[config.mk]
export PLATFORM = sky130hd
export DESIGN_NAME = hex_display_monitor
export DESIGN_NICKNAME = d
export VERILOG_FILES = /design/src/rtl/hex_display_monitor_pkg.sv /design/src/rtl/seg7_to_nibble.sv /design/src/rtl/hex_display_monitor.sv
export SDC_FILE = /design/constraint.sdc
export NUM_CORES = 1
export LEC_CHECK = 0
export ABC_AREA = 1
export CORE_UTILIZATION = 43
export CTS_CLUSTER_DIAMETER = 100
export CTS_CLUSTER_SIZE = 30
export DETAILED_ROUTE_END_ITERATION = 7
export PLACE_DENSITY = 0.64
export SKIP_CTS_REPAIR_TIMING = 1
export SYNTH_ARGS = -nofsm -noshare
export SYNTH_HDL_FRONTEND = slang
export SYNTH_SLANG_ARGS = --single-unit
[constraint.sdc]
create_clock -name Clock -period 2.1 [get_ports Clock]
set_clock_uncertainty 0.05 [all_clocks]
set_input_delay 0.42 -clock Clock [delete_from_list [all_inputs] [get_ports Clock]]
set_output_delay 0.42 -clock Clock [all_outputs]
set_load 0.02 [all_outputs]
[src/rtl/hex_display_monitor_pkg.sv]
// Shared definitions for the seven-segment counter monitor: segment codes
// (active-low, bit0=a .. bit6=g) and the checker FSM state encoding.
package hex_mon_pkg;

    localparam logic [6:0] SEG_0     = 7'h40;
    localparam logic [6:0] SEG_1     = 7'h79;
    localparam logic [6:0] SEG_2     = 7'h24;
    localparam logic [6:0] SEG_3     = 7'h30;
    localparam logic [6:0] SEG_4     = 7'h19;
    localparam logic [6:0] SEG_5     = 7'h12;
    localparam logic [6:0] SEG_6     = 7'h02;
    localparam logic [6:0] SEG_7     = 7'h78;
    localparam logic [6:0] SEG_8     = 7'h00;
    localparam logic [6:0] SEG_9     = 7'h10;
    localparam logic [6:0] SEG_A     = 7'h08;
    localparam logic [6:0] SEG_B     = 7'h03;
    localparam logic [6:0] SEG_C     = 7'h46;
    localparam logic [6:0] SEG_D     = 7'h21;
    localparam logic [6:0] SEG_E     = 7'h06;
    localparam logic [6:0] SEG_F     = 7'h0E;
    localparam logic [6:0] SEG_BLANK = 7'h7F;

    typedef enum logic [1:0] {
        IDLE  = 2'd0,
        TRACK = 2'd1,
        ERROR = 2'd2
    } mon_state_t;

endpackage

[src/rtl/seg7_to_nibble.sv]
// Inverse seven-segment decoder: maps an active-low segment pattern to its
// hex digit and flags any pattern that is not one of the sixteen digits.
module seg7_to_nibble
    import hex_mon_pkg::*;
(
    input  logic [6:0] i_seg,
    output logic [3:0] o_digit,
    output logic       o_legal
);

    always_comb begin
        o_digit = 4'h0;
        o_legal = 1'b1;
        case (i_seg)
            SEG_0:   o_digit = 4'h0;
            SEG_1:   o_digit = 4'h1;
            SEG_2:   o_digit = 4'h2;
            SEG_3:   o_digit = 4'h3;
            SEG_4:   o_digit = 4'h4;
            SEG_5:   o_digit = 4'h5;
            SEG_6:   o_digit = 4'h6;
            SEG_7:   o_digit = 4'h7;
            SEG_8:   o_digit = 4'h8;
            SEG_9:   o_digit = 4'h9;
            SEG_A:   o_digit = 4'hA;
            SEG_B:   o_digit = 4'hB;
            SEG_C:   o_digit = 4'hC;
            SEG_D:   o_digit = 4'hD;
            SEG_E:   o_digit = 4'hE;
            SEG_F:   o_digit = 4'hF;
            default: o_legal = 1'b0;
        endcase
    end

endmodule

[src/rtl/hex_display_monitor.sv]
// Receive-side checker for the two-digit counter display: decodes HEX1/HEX0,
// tracks the count sequence and counts faults. Optional macro HEX_MON_BLANK_EN.
module hex_display_monitor
    import hex_mon_pkg::*;
#(
    parameter int SYNC_STAGES = 2,
    parameter int ERR_W       = 8
) (
    input  logic             Clock,
    input  logic             clear_b,
    input  logic [6:0]       HEX0,
    input  logic [6:0]       HEX1,
    input  logic             sample,
    input  logic             err_ack,
    output logic [7:0]       value,
    output logic             valid,
    output logic             illegal,
    output logic             seq_err,
    output logic [ERR_W-1:0] err_count,
    output logic [1:0]       state
);

    logic [6:0]       r_hex0_sync [SYNC_STAGES];
    logic [6:0]       r_hex1_sync [SYNC_STAGES];
    logic             r_samp_sync [SYNC_STAGES];

    logic [7:0]       r_value;
    logic             r_valid;
    logic             r_illegal;
    logic             r_seq_err;
    logic [ERR_W-1:0] r_err_count;
    mon_state_t       r_state;

    logic [6:0]       w_hex0;
    logic [6:0]       w_hex1;
    logic             w_sample;
    logic [3:0]       w_digit0;
    logic [3:0]       w_digit1;
    logic             w_legal0;
    logic             w_legal1;
    logic             w_legal;
    logic             w_blank;
    logic [7:0]       w_value;
    logic             w_in_seq;
    logic             w_err_sat;
    logic [ERR_W-1:0] w_err_next;

    // Segment buses and the strobe share one chain so they stay aligned.
    always_ff @(posedge Clock or negedge clear_b) begin
        if (!clear_b) begin
            for (int i = 0; i < SYNC_STAGES; i++) begin
                r_hex0_sync[i] <= '0;
                r_hex1_sync[i] <= '0;
                r_samp_sync[i] <= 1'b0;
            end
        end else begin
            r_hex0_sync[0] <= HEX0;
            r_hex1_sync[0] <= HEX1;
            r_samp_sync[0] <= sample;
            for (int i = 1; i < SYNC_STAGES; i++) begin
                r_hex0_sync[i] <= r_hex0_sync[i-1];
                r_hex1_sync[i] <= r_hex1_sync[i-1];
                r_samp_sync[i] <= r_samp_sync[i-1];
            end
        end
    end

    assign w_hex0   = r_hex0_sync[SYNC_STAGES-1];
    assign w_hex1   = r_hex1_sync[SYNC_STAGES-1];
    assign w_sample = r_samp_sync[SYNC_STAGES-1];

    seg7_to_nibble u_dec_lo (
        .i_seg   (w_hex0),
        .o_digit (w_digit0),
        .o_legal (w_legal0)
    );

    seg7_to_nibble u_dec_hi (
        .i_seg   (w_hex1),
        .o_digit (w_digit1),
        .o_legal (w_legal1)
    );

    assign w_value = {w_digit1, w_digit0};
    assign w_legal = w_legal0 & w_legal1;

`ifdef HEX_MON_BLANK_EN
    assign w_blank = (w_hex0 == SEG_BLANK) && (w_hex1 == SEG_BLANK);
`else
    assign w_blank = 1'b0;
`endif

    // Hold, +1 (8-bit wrap) and clear-to-zero are the counter's only moves.
    assign w_in_seq   = (w_value == r_value) || (w_value == r_value + 8'd1) ||
                        (w_value == 8'h00);
    assign w_err_sat  = &r_err_count;
    assign w_err_next = r_err_count + {{(ERR_W-1){1'b0}}, 1'b1};

    always_ff @(posedge Clock or negedge clear_b) begin
        if (!clear_b) begin
            r_value     <= 8'h00;
            r_valid     <= 1'b0;
            r_illegal   <= 1'b0;
            r_seq_err   <= 1'b0;
            r_err_count <= '0;
            r_state     <= IDLE;
        end else begin
            r_valid <= 1'b0;
            if (w_sample && !w_blank) begin
                if (!w_legal) begin
                    r_illegal <= 1'b1;
                    r_state   <= ERROR;
                    if (!w_err_sat) r_err_count <= w_err_next;
                end else begin
                    r_value <= w_value;
                    r_valid <= 1'b1;
                    case (r_state)
                        IDLE: r_state <= TRACK;
                        TRACK: begin
                            if (!w_in_seq) begin
                                r_seq_err <= 1'b1;
                                r_state   <= ERROR;
                                if (!w_err_sat) r_err_count <= w_err_next;
                            end
                        end
                        default: ;
                    endcase
                end
            end
            // Acknowledge overrides whatever the same-cycle sample decided.
            if (err_ack && (r_state == ERROR)) begin
                r_illegal <= 1'b0;
                r_seq_err <= 1'b0;
                r_state   <= IDLE;
            end
        end
    end

    assign value     = r_value;
    assign valid     = r_valid;
    assign illegal   = r_illegal;
    assign seq_err   = r_seq_err;
    assign err_count = r_err_count;
    assign state     = r_state;

endmodule

## Word level (Yosys, flattened, before mapping)

Index checks and enable logic that the tools add are counted.

- Word-level logic and storage cells: 96
- Bits in registers: 51
- Output and inout port bits: 21

- Reduce and logical (&&, ||, !) cells: 18
- $add $sub $neg: 2
- Equal/unequal tests: 40
- Mux-type cells: 23
- Bitwise gates (word level): 1

Operators with widths:

| cell | count |
|---|---|
| 4-bit one-hot mux with 15 select lines | 2 |
| 7-bit equality test (second input constant) | 8 |
| 7-bit by 5-bit equality test with 1-bit output (second input constant) | 6 |
| 7-bit by 6-bit equality test with 1-bit output (second input constant) | 6 |
| 8-bit 2-to-1 mux | 4 |
| 16-bit OR reduction | 2 |
| 7-bit by 2-bit equality test with 1-bit output (second input constant) | 4 |
| 7-bit by 4-bit equality test with 1-bit output (second input constant) | 4 |
| 8-bit by 1-bit adder with 8-bit output (second input constant) | 2 |
| 8-bit equality test | 2 |
| 7-bit by 3-bit equality test with 1-bit output (second input constant) | 2 |
| 7-bit zero test | 2 |
| 1-bit 2-to-1 mux | 12 |
| 8-bit zero test | 1 |
| 2-bit 2-to-1 mux | 4 |
| 8-bit AND reduction | 1 |
| 2-bit by 1-bit inequality test with 1-bit output (second input constant) | 3 |
| 3-bit AND reduction | 2 |
| 2-bit nonzero test | 3 |
| 4-bit by 1-bit inequality test with 1-bit output (second input constant) | 1 |
| 4-bit inequality test (second input constant) | 1 |
| 2-bit one-hot mux with 2 select lines | 1 |
| 2-bit AND reduction | 2 |
| 4-bit AND reduction | 1 |
| other kinds (7) | 8 |

## Longest topological paths before layout

Gate-level depths: netlist (run 1).

- Word-level depth: 10
- Depth in mapped cells: 19
- Depth with buffers taken out: 18

## Cells and area by module

Synthesis (run 1) repeated with hierarchy kept, for this count alone.

- Cells, all modules: 379
- Area, all modules: 2811.4 µm²

By module, submodules not included:

| module | area an instance (µm²) | instances | cells an instance |
|---|---|---|---|
| hex_display_monitor | 2135.8 | 1 | 233 |
| seg7_to_nibble | 337.8 | 2 | 73 |

## Worst setup path before layout (run 1)

OpenSTA, ideal clock, no wires.

- Kind: reg-to-reg
- Start point: register r_value[0] (netlist: value[0])
- End point: register r_err_count[5] (netlist: err_count[5])
- Stages on the path, launching flop included: 19
- Arrival time: 1.969 ns
- Setup slack: -0.041 ns
- Period minus slack after synthesis: 2.141 ns
- Setup time: 0.122 ns
- Data required time: 1.928 ns
- Cells stage by stage: dfrtp_1 ha_1 nand2_1 nor2_1 nand2_1 nand2_1 nand2_1 nand3b_1 nand2_1 inv_1 nand2_1 nor2_1 nand2_1 nand3_2 nand2_4 nand2_2 buf_6 nand2_1 o21ai_2

- Cells in the longest elaborated chain, start to end: 6
- Elaborated cells on any way between the ends: 7
- Classes of those cells: add/sub: 1; eq/ne: 3; reduce/logical: 3

RTL lines:

| what | RTL line | text |
|---|---|---|
| start: declaration | hex_display_monitor.sv:27 | `logic [7:0] r_value;` |
| start signal: assignment | hex_display_monitor.sv:115 | `r_value <= w_value;` |
| 8-bit by 1-bit adder with 8-bit output | hex_display_monitor.sv:94 | `assign w_in_seq = (w_value == r_value) \|\| (w_value == r_value + 8'd1) \|\|` |
| 8-bit equality test | hex_display_monitor.sv:94 |  |
| 1-bit logical OR (*) (2 in series) | hex_display_monitor.sv:94 |  |
| 2-bit inequality test (no line) (*) | - |  |
| 3-bit AND reduction (no line) (*) | - |  |
| end signal: assignment | hex_display_monitor.sv:113 | `if (!w_err_sat) r_err_count <= w_err_next;` |
| end signal: assignment | hex_display_monitor.sv:123 | `if (!w_err_sat) r_err_count <= w_err_next;` |
| end: declaration | hex_display_monitor.sv:31 | `logic [ERR_W-1:0] r_err_count;` |

Mark *: on every way between the ends. The rest lies on a longest branch, timed or not.
A chain may end at the register's enable or synchronous reset.

## Worst setup path after layout (run 1)

- Start point: register r_hex0_sync, in the netlist w_hex0[5]
- End point: register r_err_count[1] (netlist: err_count[1])

- Cells in the longest elaborated chain, start to end: 7
- Elaborated cells on any way between the ends: 29
- Classes of those cells: eq/ne: 19; mux: 3; bitwise: 1; reduce/logical: 6

RTL lines:

| what | RTL line | text |
|---|---|---|
| start: declaration | hex_display_monitor.sv:23 | `logic [6:0] r_hex0_sync [SYNC_STAGES];` |
| start signal: indexed assignment | hex_display_monitor.sv:61 | `r_hex0_sync[i] <= r_hex0_sync[i-1];` |
| 7-bit by 4-bit equality test with 1-bit output, or another cell as far along | seg7_to_nibble.sv:14 | `case (i_seg)` |
| 4-bit one-hot mux with 15 select lines | seg7_to_nibble.sv:14 |  |
| 8-bit equality test | hex_display_monitor.sv:94 |  |
| 1-bit logical OR (2 in series) | hex_display_monitor.sv:94 |  |
| 2-bit inequality test (no line) | - |  |
| 3-bit AND reduction (no line) | - |  |

Parallel ways exist; a longest one is shown, timed or not.

==> impl_metrics.yaml, run 1 <==
sta:
  worst_pin_slew_ns: 0.4625
  setup_violations: 3
  finalHoldViolCount: 6
  fmax_mhz: 473.0
  timing.final.max_slew_violations: 0
  maxSlewHeadroom: 0.6916
  setup_slack_ns: -0.01415
  period_minus_slack_ns: 2.114
  hold_slack_ns: -0.01027
  rsz0062_at_grt: "yes"
  finalCritPeriodShare: 1.007
floorplan:
  fp.coreArea_um2: 6495
  dieArea_um2: 7227
  die_h_um: 85.01
  rows: 29
  start_util: 0.4562
  pin_count: 39
  die_w_um: 85.01
pwr:
  p_leak_nw: 1.972
  peakVddDrop_mv: 0.3856
  power_density_nw_per_um2: 602.0
drt:
  ant_nets: 0
  drc_errors: 0
  drt_iter0_drc: 62
  routedWlPerCell_um: 11.75
  first_pass_iters: 4
  viasPerCell: 4.797
  vias: 2653
  routed_wl_um: 6496
yosys:
  ys_ff_latch: 51
  async_flop_share: 1.000
  synth_most_common_cell: "nand2_1"
  syn-num-nets: 431
  synthTopCellsByCount: "nand2_1 (149), dfrtp_1 (51), nor2_1 (49)"
  syn_inst: 411
  yosys-top-cells-area: "dfrtp_1 (43%), nand2_1 (19%), nor2_1 (6.2%)"
  synth_area_per_cell_um2: 7.209
  yosys_warnings: 0
  synth-edff-count: 0
  syn_area_um2: 2963
  yosys.area.top_type: "dfrtp_1"
  ys_seq_area_frac: 0.4307
  synth.distinct_cells: 28
  yosys.area.top_type_share: 0.4307
  ys.flop_type: "dfrtp_1"
outcome:
  status: "finished, violations left"
  violations: "hold timing, setup timing"
clock_network:
  clkTransAtPathRegs_ns: 0.10
  cts_tree: "built"
  cts_max_level: 2
  cts_inserted_buffers: 5
  clock_path_buffers: 2
  cts_root_buffer: "clkbuf_8"
  clock_latency_ns: 0.31
  clkSinkCount: 51
worst_setup_path:
  crit_path_end_kind: "flip-flop"
  cp_max_fo: 7
  cp-start-kind: "flip-flop"
  crit_arrival_ns: 2.31
  required_ns: 2.30
  crit_type: "reg2reg"
grt:
  grt_max_degree: 22
  grtUsageTotal: 0.1786
  grt_pass1_wl_um: 10400
  gr-total-overflow: 0
  antenna_found_initial: 0
  grt_pass1_vias: 2430
layout:
  diodes: 0
  regArea_um2: 1287
  fin_nets: 495
  multi_input_area_um2: 1713
  syn_to_final_growth_pct: 32.77
  fill_cells: 591
  drive_above_1_share: 0.3025
place:
  dpl.hpwl_um: 4636
  gp_congestion: 0.8664
  pre_cts_slack_ns: -0.06539
  io_buffer_count: 38
min_path:
  hold_path.class: "in2async"
job:
  maxCapViolations: 0
## worst max-delay path: stages (launching register included)
cell,delay (ns)
dfrtp_2,0.46
nor3_1,0.33
nand2_1,0.11
nand2_1,0.10
nor2_2,0.05
nand2_1,0.09
nand2_1,0.06
nand2_1,0.08
nand2_1,0.06
nor2_1,0.12
nand2_2,0.10
nand3_4,0.12
nand2_8,0.09
nand2_4,0.11
nand2_1,0.05
nand2_1,0.05
## where the power goes
group          leakage, nW  total, W  switching (W)  internal [W]
registers            0.620   0.00116      0.0000943       0.00107
logic                 1.31  0.000615       0.000340      0.000275
clock network       0.0408  0.000590       0.000351      0.000239
## final cells by class
cell class | instances | share of cell area
Clock buffer | 5 | 0.01749
Clock inverter | 3 | 0.006043
Inverter | 53 | 0.05503
Multi-Input combinational cell | 306 | 0.4354
Sequential cell | 51 | 0.3273
Tap cell | 77 | 0.02449
Timing Repair Buffer | 57 | 0.1326
Timing Repair inverter | 1 | 0.001590
## state kept, by name (all words and copies together), names as in the netlist, 2 cells and up
register / cells
w_hex0: 7
w_hex1: 7
r_hex1_sync: 7
state: 2
value: 8
r_hex0_sync: 7
err_count: 8
## cell families after synthesis
kind of cell / count (synthesis) / share of synthesized area
AO/OA/AOI/OAI: 17 / 0.03379
XOR/XNOR: 8 / 0.02365
adder cells (fa/ha/maj): 2 / 0.008445
buffers and inverters: 55 / 0.07475
flip-flops: 51 / 0.4307
AND/OR/NAND/NOR: 278 / 0.4286
## through the flow
stage          total power [W]  instance area [um^2]  cells   TNS, ns  utilization
6_report              0.002368                  3934    553  -0.02246       0.6057
2_1_floorplan         0.001494                  2965    411         0            -
3_5_place_dp          0.001731                  3478    532   -0.3492       0.5355
3_3_place_gp          0.001725                  3478    532         0       0.5355
5_1_grt               0.002504                  3934    553    -1.859       0.6057
4_1_cts               0.002318                  3571    540   -0.6515       0.5498
## cell usage in the layout (no fill, tap or decap), types with 6 or more instances in the layout
| master | n |
|---|---|
| nand2_2 | 35 |
| inv_1 | 35 |
| inv_2 | 14 |
| nor2_4 | 11 |
| nand3_1 | 32 |
| nor2_2 | 16 |
| dfrtp_2 | 9 |
| nand2_4 | 10 |
| clkdlybuf4s50_1 | 37 |
| dfrtp_1 | 42 |
| buf_4 | 18 |
| nand2_1 | 125 |
| nor2_1 | 32 |
| o21ai_1 | 6 |
## per-layer routing
| layer | vias up | global-route usage | wire [um] |
|---|---|---|---|
| li1 | 1391 | - | - |
| met1 | 1205 | 0.2372 | 3047 |
| met2 | 47 | 0.2991 | 3163 |
| met3 | 10 | 0.03307 | 191 |
| met4 | 0 | 0.05085 | 93 |
| met5 | - | 0 | 0 |
## final timing paths
kind | start | endpoint | slack (ns) | depth (start not counted)
max | w_hex0[5] | err_count[1] | -0.01 | 15
min | clear_b | value[1] | -0.01 | 1
max reg2reg | w_hex0[5] | err_count[1] | -0.01 | 15
min reg2reg | r_hex0_sync[11] | w_hex0[4] | 0.30 | 0
max in group asynchronous | clear_b | w_hex1[4] | 1.37 | 2
min in group Clock | r_hex0_sync[11] | w_hex0[4] | 0.30 | 0
Note: power is estimated with default switching activity, not from simulation.
==> inputs of run 2 (changes only) <==
--- a/config.mk
+++ b/config.mk
@@ -5,13 +5,14 @@
 export SDC_FILE = /design/constraint.sdc
 export NUM_CORES = 1
 export LEC_CHECK = 0
-export ABC_AREA = 1
+export ABC_AREA = 0
 export CORE_UTILIZATION = 43
 export CTS_CLUSTER_DIAMETER = 100
-export CTS_CLUSTER_SIZE = 30
+export CTS_CLUSTER_SIZE = 14
 export DETAILED_ROUTE_END_ITERATION = 7
-export PLACE_DENSITY = 0.64
+export PLACE_DENSITY = 0.65
 export SKIP_CTS_REPAIR_TIMING = 1
 export SYNTH_ARGS = -nofsm -noshare
 export SYNTH_HDL_FRONTEND = slang
+export SYNTH_HIERARCHICAL = 1
 export SYNTH_SLANG_ARGS = --single-unit
==> run 2 against run 1 <==
  * First-iteration DRC count grew 120%
  * Clock power shrank 0.7%
  * The flow finishes with violations (setup timing)
  * Register-to-register slack lost 0.94 ns
  * Die area shrank 7.6%
==> impl_metrics.yaml, run 2 <==
layout:
  drive_above_1_share: 0.3307
  syn_to_final_growth_pct: 46.64
  final_common_cell: "buf_4"
  fill_cells: 487
  diodes: 0
  fin_nets: 397
  final_cell_area_um2: 4009
  most-common-layout-cells: "buf_4 (68), dfrtp_1 (51), clkdlybuf4s50_1 (37)"
sta:
  finalHoldViolCount: 0
  worst_pin_slew_ns: 0.6221
  finalSetupTns_ns: -12.56
  finalCritPeriodShare: 1.455
  setup_violations: 21
  maxSlewHeadroom: 0.5853
  hold_slack_ns: 0.1626
  fmax_mhz: 327.3
  period_minus_slack_ns: 3.056
  timing.final.max_slew_violations: 0
  setup_slack_ns: -0.9557
  rsz0062_at_grt: "yes"
yosys:
  synth_most_common_cell: "dfrtp_1"
  ys_seq_area_frac: 0.4668
  yosys_warnings: 6
  syn_inst: 269
  synth-edff-count: 0
  ys.flop_type: "dfrtp_1"
  yosys-top-cells-area: "dfrtp_1 (47%), xnor2_1 (3.5%), mux2_2 (3.3%)"
  yosys.area.top_type: "dfrtp_1"
  synthTopCellsByCount: "dfrtp_1 (51), nand2_1 (19), nor2_1 (17)"
  yosys.area.top_type_share: 0.4668
  syn-num-nets: 289
  syn_area_um2: 2734
  synth.distinct_cells: 47
  async_flop_share: 1.000
  ys_ff_latch: 51
  synth_area_per_cell_um2: 10.16
pwr:
  power_density_nw_per_um2: 664.3
  finalPower_w: 0.002663
  p_leak_nw: 1.790
  seq_power_share: 0.454
  switching_share: 0.3280
  p_comb_frac: 0.326
  peakVddDrop_mv: 0.5810
  p_sw_w: 0.0008734
  intPower_w: 0.001790
  power_frac_clock: 0.220
floorplan:
  die_w_um: 81.74
  pin_count: 39
  start_util: 0.4537
  fp.coreArea_um2: 6026
  rows: 28
  die_h_um: 81.74
  dieArea_um2: 6681
worst_setup_path:
  crit_arrival_ns: 3.20
  required_ns: 2.25
  cp_max_fo: 8
  startpoint: "w_hex1[0]"
  crit_path_end_kind: "flip-flop"
  cp-start-kind: "flip-flop"
  r2r-start: "w_hex1[0]"
  crit_type: "reg2reg"
drt:
  viasPerCell: 5.426
  vias: 2458
  drt_iter0_drc: 138
  drc_errors: 0
  ant_nets: 0
  routedWlPerCell_um: 14.91
  routed_wl_um: 6752
  first_pass_iters: 4
place:
  placed_cell_area_um2: 3662
  gp_congestion: 0.8114
  io_buffer_count: 38
  dpl.hpwl_um: 4585
clock_network:
  clkTransAtPathRegs_ns: 0.10
  cts_tree: "built"
  cts_root_buffer: "clkbuf_8"
  cts_max_level: 2
  clkSinkCount: 51
  cts_inserted_buffers: 5
  clock_latency_ns: 0.30
  clock_path_buffers: 2
outcome:
  status: "finished, violations left"
  violations: "setup timing"
grt:
  grt_pass1_vias: 2192
  grt_max_degree: 52
  grt_pass1_wl_um: 10350
  grtUsageTotal: 0.2032
  antenna_found_initial: 0
  gr-total-overflow: 0
job:
  maxCapViolations: 0
min_path:
  hold_path.class: "in2async"
## run 2: cell types whose count changed after synthesis, moves of 10 or more
cell and change:
inv_1 -33, nor2_1 -32, nand3_1 -22, inv_2 -10, nand2_2 -18, nand2_1 -130
## run 2: final timing paths
check / endpoint / slack [ns] / cells after the start
max: err_count[1] / -0.96 / 9
min: w_hex0[2] / 0.16 / 2
max reg2reg: err_count[1] / -0.96 / 9
min reg2reg: w_hex0[3] / 0.30 / 0
max in group asynchronous: state[0] / 1.42 / 2
min in group Clock: w_hex0[3] / 0.30 / 0
## run 2: cells by family after synthesis
| group | count (synthesis) | share of synthesized area |
|---|---|---|
| and+or+nand+nor | 112 | 0.2329 |
| DFF | 51 | 0.4668 |
| AOI/OAI and AO/OA | 49 | 0.1323 |
| buffers and inverters | 23 | 0.04485 |
| xor gates and xnor gates | 19 | 0.06087 |
| muxes | 13 | 0.05309 |
| adders and majority gates | 2 | 0.009152 |
## run 2: cell type report
class / instances / area [um^2] / area share
clock inverters: 3 / 22.52 / 0.005618
well taps: 75 / 93.84 / 0.02341
clock buffers: 5 / 68.82 / 0.01717
inverters: 7 / 26.28 / 0.006554
flip-flops and latches: 51 / 1276 / 0.3184
repair buffers: 116 / 998.5 / 0.2491
multi-input cells: 196 / 1523 / 0.3798
## run 2: stage by stage
step,utilization,cells,setup WS (ns)
after global placement,0.6078,437,-0.8765
after floorplan,-,269,-0.7918
final,0.6653,453,-0.9557
after CTS,0.6229,445,-0.9377
after global routing,0.6653,453,-1.036
after detailed placement,0.6078,437,-0.9149
## run 2: worst max-delay path: stages, from the launching register on
cell and delay (ns):
dfrtp_1 0.40, or4b_4 0.53, or3_4 0.34, o211ai_1 0.18
xnor2_2 0.14, xor2_1 0.18, a211o_1 0.27, a2111oi_4 0.40
o31ai_4 0.15, mux2_4 0.32
## run 2: routing by layer
metal / part of all wire / up-vias / track usage
li1: - / 1203 / -
met2: 0.45 / 73 / 0.3000
met5: 0 / - / 0
met1: 0.48 / 1174 / 0.3024
met3: 0.050 / 8 / 0.03667
met4: 0.014 / 0 / 0.05789
## run 2: power groups by stage
stage / Combinational, W / Clock [W] / Sequential [W]
after floorplan: 0.000305 / 0 / 0.00132
final: 0.000868 / 0.000586 / 0.00121
after CTS: 0.000825 / 0.000601 / 0.00121
after global placement: 0.000806 / 0 / 0.00122
after detailed placement: 0.000819 / 0 / 0.00122
after global routing: 0.000936 / 0.000649 / 0.00123
==> inputs of run 3 (changes only) <==
--- a/config.mk
+++ b/config.mk
@@ -11,6 +11,8 @@
 export CTS_CLUSTER_SIZE = 14
 export DETAILED_ROUTE_END_ITERATION = 7
 export PLACE_DENSITY = 0.65
+export RECOVER_POWER = 25
+export REMOVE_ABC_BUFFERS = 1
 export SKIP_CTS_REPAIR_TIMING = 1
 export SYNTH_ARGS = -nofsm -noshare
 export SYNTH_HDL_FRONTEND = slang
==> run 3 against run 2 <==
  * Clock power is 0.9% lower
  * Design area is 5.6% lower
  * Sequential power hardly changed
  * Register-to-register slack better by 0.05 ns
  * Die area stayed put
  * Fmax is 1.6% higher
  * Sequential share of layout area is 1.9 points higher
  * Flip-flop and latch count stayed put
  * Wire length is 11% lower
  * The flow still finishes with violations (setup timing)
  * Core utilization is 3.7 points lower
  * Global-route usage is 0.50 points lower
  * Critical path type unchanged
  * Non-clock buffer count is 7 lower
==> impl_metrics.yaml, run 3 (synthesized netlist as in run 2, its figures left out) <==
outcome:
  status: "finished, violations left"
  violations: "setup timing"
worst_setup_path:
  rr_worst_depth: 11
  crit_arrival_ns: 3.15
  crit_path_end_kind: "flip-flop"
  required_ns: 2.24
  cp-start-kind: "flip-flop"
  cp_max_fo: 8
  crit_type: "reg2reg"
layout:
  fin_nets: 389
  diodes: 0
  final_common_cell: "buf_4"
  drive_above_1_share: 0.2649
  post-route-util: 0.6283
  most-common-layout-cells: "buf_4 (70), dfrtp_1 (51), clkdlybuf4s50_1 (37)"
  final_cells: 445
  syn_to_final_growth_pct: 38.49
sta:
  finalCritPeriodShare: 1.432
  worst_pin_slew_ns: 1.150
  maxSlewHeadroom: 0.2335
  setup_slack_ns: -0.9063
  fmax_mhz: 332.6
  rsz0062_at_grt: "yes"
  period_minus_slack_ns: 3.006
  setup_violations: 21
  finalHoldViolCount: 0
  timing.final.max_slew_violations: 0
pwr:
  power_density_nw_per_um2: 691.7
  finalPower_w: 0.002619
  p_leak_nw: 1.688
  peakVddDrop_mv: 0.6385
floorplan:
  fp.coreArea_um2: 6026
  die_w_um: 81.74
  die_h_um: 81.74
  rows: 28
  start_util: 0.4537
  dieArea_um2: 6681
  pin_count: 39
clock_network:
  cts_max_level: 2
  cts_tree: "built"
  cts_root_buffer: "clkbuf_8"
  clkTransAtPathRegs_ns: 0.09
  clock_latency_ns: 0.30
  clock_path_buffers: 2
  clkSinkCount: 51
  cts_inserted_buffers: 5
grt:
  grt_max_degree: 31
  grt_pass1_wl_um: 10160
  gr-total-overflow: 0
  antenna_found_initial: 0
  grtUsageTotal: 0.1982
  grt_pass1_vias: 2120
place:
  dpl.hpwl_um: 4476
  pre_cts_slack_ns: -0.9206
  dp.cells: 434
  gp_congestion: 0.8771
  io_buffer_count: 38
drt:
  routed_wl_um: 6008
  viasPerCell: 5.355
  ant_nets: 0
  vias: 2383
  drc_errors: 0
  routedWlPerCell_um: 13.50
  drt_iter0_drc: 186
  first_pass_iters: 4
job:
  maxCapViolations: 0
min_path:
  hold_path.class: "in2async"
## run 3: cell types whose count changed in the layout (fill, tap and decap cells not counted), sizes merged
cell and change:
buf -8, clkbuf +3, inv -2, nand3 -1
## run 3: critical path, cell delays in order, from the launching register on
cell and delay [ns]:
dfrtp_1 0.38, or4b_1 0.52, or3_4 0.34, nand2_1 0.08, o21bai_2 0.16, xnor2_2 0.15, buf_4 0.14, xnor2_1 0.11
nand3_1 0.13, a2111oi_4 0.37, o31ai_4 0.14, mux2_4 0.31
## run 3: stage by stage
step	hold WS, ns	setup TNS (ns)	instance area [um^2]
3_3_place_gp	0.2822	-12.17	3630
5_1_grt	0.3102	-15.38	3786
3_5_place_dp	0.2847	-12.33	3630
2_1_floorplan	0.07441	-11.37	2638
4_1_cts	0.02035	-12.90	3725
6_report	0.2717	-12.53	3786
## run 3: path summary, 6_finish.rpt
path                                  from               to  slack [ns]
max reg2reg                      w_hex0[0]     err_count[1]       -0.91
min in group Clock         r_hex1_sync[10]        w_hex1[3]        0.30
max                              w_hex0[0]     err_count[1]       -0.91
max in group asynchronous          clear_b         value[0]        1.00
min reg2reg                r_hex1_sync[10]        w_hex1[3]        0.30
min                                clear_b  r_hex0_sync[10]        0.27
## run 3: cell type report
class	instances	area, um^2
Clock buffer	7	86.33
Multi-Input combinational cell	195	1375
Sequential cell	51	1276
Tap cell	75	93.84
Clock inverter	1	8.758
Inverter	7	26.28
Timing Repair Buffer	109	919.6
Fill cell	515	2240
## run 3: metal layers
| metal | vias to the layer above | routed length [um] | GRT usage |
|---|---|---|---|
| met2 | 56 | 2565 | 0.2777 |
| met5 | - | 0 | 0 |
| met4 | 0 | 71 | 0.05789 |
| li1 | 1185 | - | - |
| met3 | 9 | 237 | 0.03333 |
| met1 | 1133 | 3133 | 0.3093 |
## run 3: power breakdown
group | switching, W | internal [W] | total, W
clock | 0.000310 | 0.000270 | 0.000581
combinational | 0.000411 | 0.000438 | 0.000849
sequential | 0.0000929 | 0.00110 | 0.00119
total | 0.000814 | 0.00180 | 0.00262
==> patch (config.mk and constraints of run 2) <==
`ERR_W`: 8 -> 10.
--- a/src/rtl/hex_display_monitor.sv
+++ b/src/rtl/hex_display_monitor.sv
@@ -5,5 +5,5 @@
 #(
     parameter int SYNC_STAGES = 2,
-    parameter int ERR_W       = 8
+    parameter int ERR_W       = 10
 ) (
     input  logic             Clock,
Ports: changed (resized err_count); port bits go from 39 to 41. The function was not compared with the original's and may differ.
==> patch against run 2 <==
  * The run still ends with negative setup slack left
  * Synthesized cell count up 2.6%
  * Sequential cell count rose by 2
  * Routed wire length fell by 2.6%
  * Synthesized area rose by 3.1%
  * Total power up 1.5%
  * Cell area down 1.5%
  * Worst setup slack better by 90 ps
  * Critical endpoint unchanged
  * Highest routed layer unchanged
==> patch: results (changes against run 2) <==
======================================================================================
Syn Area/Cell ...........................................................   10.2 sq um   about the same
Estimated wirelength of the detail-placed design ........................      4.57 mm   was 4.58 mm
Net count of the mapped netlist .........................................          296   was 289
Worst-case setup margin in the final layout .............................      -866 ps   was -956 ps
Area share of fa/ha/maj cells after synthesis ...........................       0.888%   was 0.915%
Total length of routed wires ............................................      6.58 mm   was 6.75 mm
Synth cell types ........................................................           49   was 47
Final number of setup-violating endpoints ...............................           23   was 21
Most numerous cell types in the synthesized netlist ..................... 53 x sky130_fd_sc_hd__dfrtp_1, 20 x sky130_fd_sc_hd__nor2_1, 19 x sky130_fd_sc_hd__nand2_1   was 51 x sky130_fd_sc_hd__dfrtp_1, 19 x sky130_fd_sc_hd__nand2_1, 17 x sky130_fd_sc_hd__nor2_1
Maximum fanout along the worst path .....................................            5   was 8
Data arrival time of the critical path ..................................      3100 ps   was 3200 ps
Violations in the final reports ......................................... negative setup slack   unchanged
# nets final ............................................................          386   was 397
Switching power share of the total ......................................        30.3%   was 32.8%
Compound-Gate Fraction of Synth Area ....................................        13.5%   was 13.2%
Seq/Total Area, Yosys ...................................................        47.1%   was 46.7%
Cell class contributing the biggest share of worst-path delay ........... simple AND/OR/NAND/NOR gates   was compound AO/OA/AOI/OAI gates
Worst vdd rail ir drop ..................................................     0.748 mV   was 0.581 mV
Xor/xnor cell area share of the yosys netlist ...........................        7.42%   was 6.09%
Critical path launch point .............................................. w_hex0[0]$_DFF_PN0_   was w_hex1[0]$_DFF_PN0_
Port buffer count .......................................................           40   was 38
Depth of the worst register-to-register path ............................           11   was 9
Library cell contributing the largest single delay on the critical path . sky130_fd_sc_hd__or4b_1   was sky130_fd_sc_hd__or4b_4
Maximum number of pins on one net before global-route repair ............           34   was 52
DR iter-0 viols .........................................................          164   was 138
Via count of the first global-routing pass ..............................         2281   was 2192
Status .................................................................. finished with violations   unchanged
Cells taking the most area after synthesis .............................. sky130_fd_sc_hd__dfrtp_1 47%, sky130_fd_sc_hd__xnor2_1 4.0%, sky130_fd_sc_hd__mux2_2 2.8%   was sky130_fd_sc_hd__dfrtp_1 47%, sky130_fd_sc_hd__xnor2_1 3.5%, sky130_fd_sc_hd__mux2_2 3.3%
======================================================================================
[patch: cell types whose count changed in the layout (fill, tap and decap cells not counted), moves of 3 or more]
cell,before,now
sky130_fd_sc_hd__a21oi_1,8,11
sky130_fd_sc_hd__nand4_1,8,5
sky130_fd_sc_hd__mux2_2,0,7
sky130_fd_sc_hd__mux2_4,9,1
sky130_fd_sc_hd__nor2_1,15,18
sky130_fd_sc_hd__nand2_2,0,3
sky130_fd_sc_hd__buf_6,10,3
sky130_fd_sc_hd__buf_4,68,52
[patch: layout make-up]
cell class | count | area [sq um] | area share (%)
clock buffers | 5 | 68.8 | 1.74
repair buffers | 96 | 840 | 21.3
multi-input cells | 204 | 1560 | 39.5
well taps | 77 | 96.3 | 2.44
clock inverters | 2 | 35.0 | 0.887
inverters | 6 | 22.5 | 0.570
flip-flops and latches | 53 | 1330 | 33.6
[patch: metal layers]
layer  up-vias  routed length (microns)  track usage [%]
met2        61                     3090             29.0
li1       1189                        -                -
met5         -                        0                0
met3         4                      246             2.58
met4         0                       41             4.08
met1      1156                     3200             27.9
[patch: per-stage QoR]
stage	hold WS [ps]	instance area [sq um]	total power [mW]
floorplan	74.4	2850	1.64
global placement	282	3610	1.98
detailed placement	285	3610	1.99
CTS	34.8	3710	2.66
global route	49.6	3950	2.83
finish	17.1	3950	2.70
[patch: power groups by stage]
stage / combinational [mW] / sequential, mW / clock, mW
floorplan: 0.291 / 1.34 / 0
global placement: 0.728 / 1.25 / 0
detailed placement: 0.733 / 1.25 / 0
CTS: 0.740 / 1.24 / 0.679
global route: 0.854 / 1.26 / 0.719
finish: 0.794 / 1.24 / 0.671
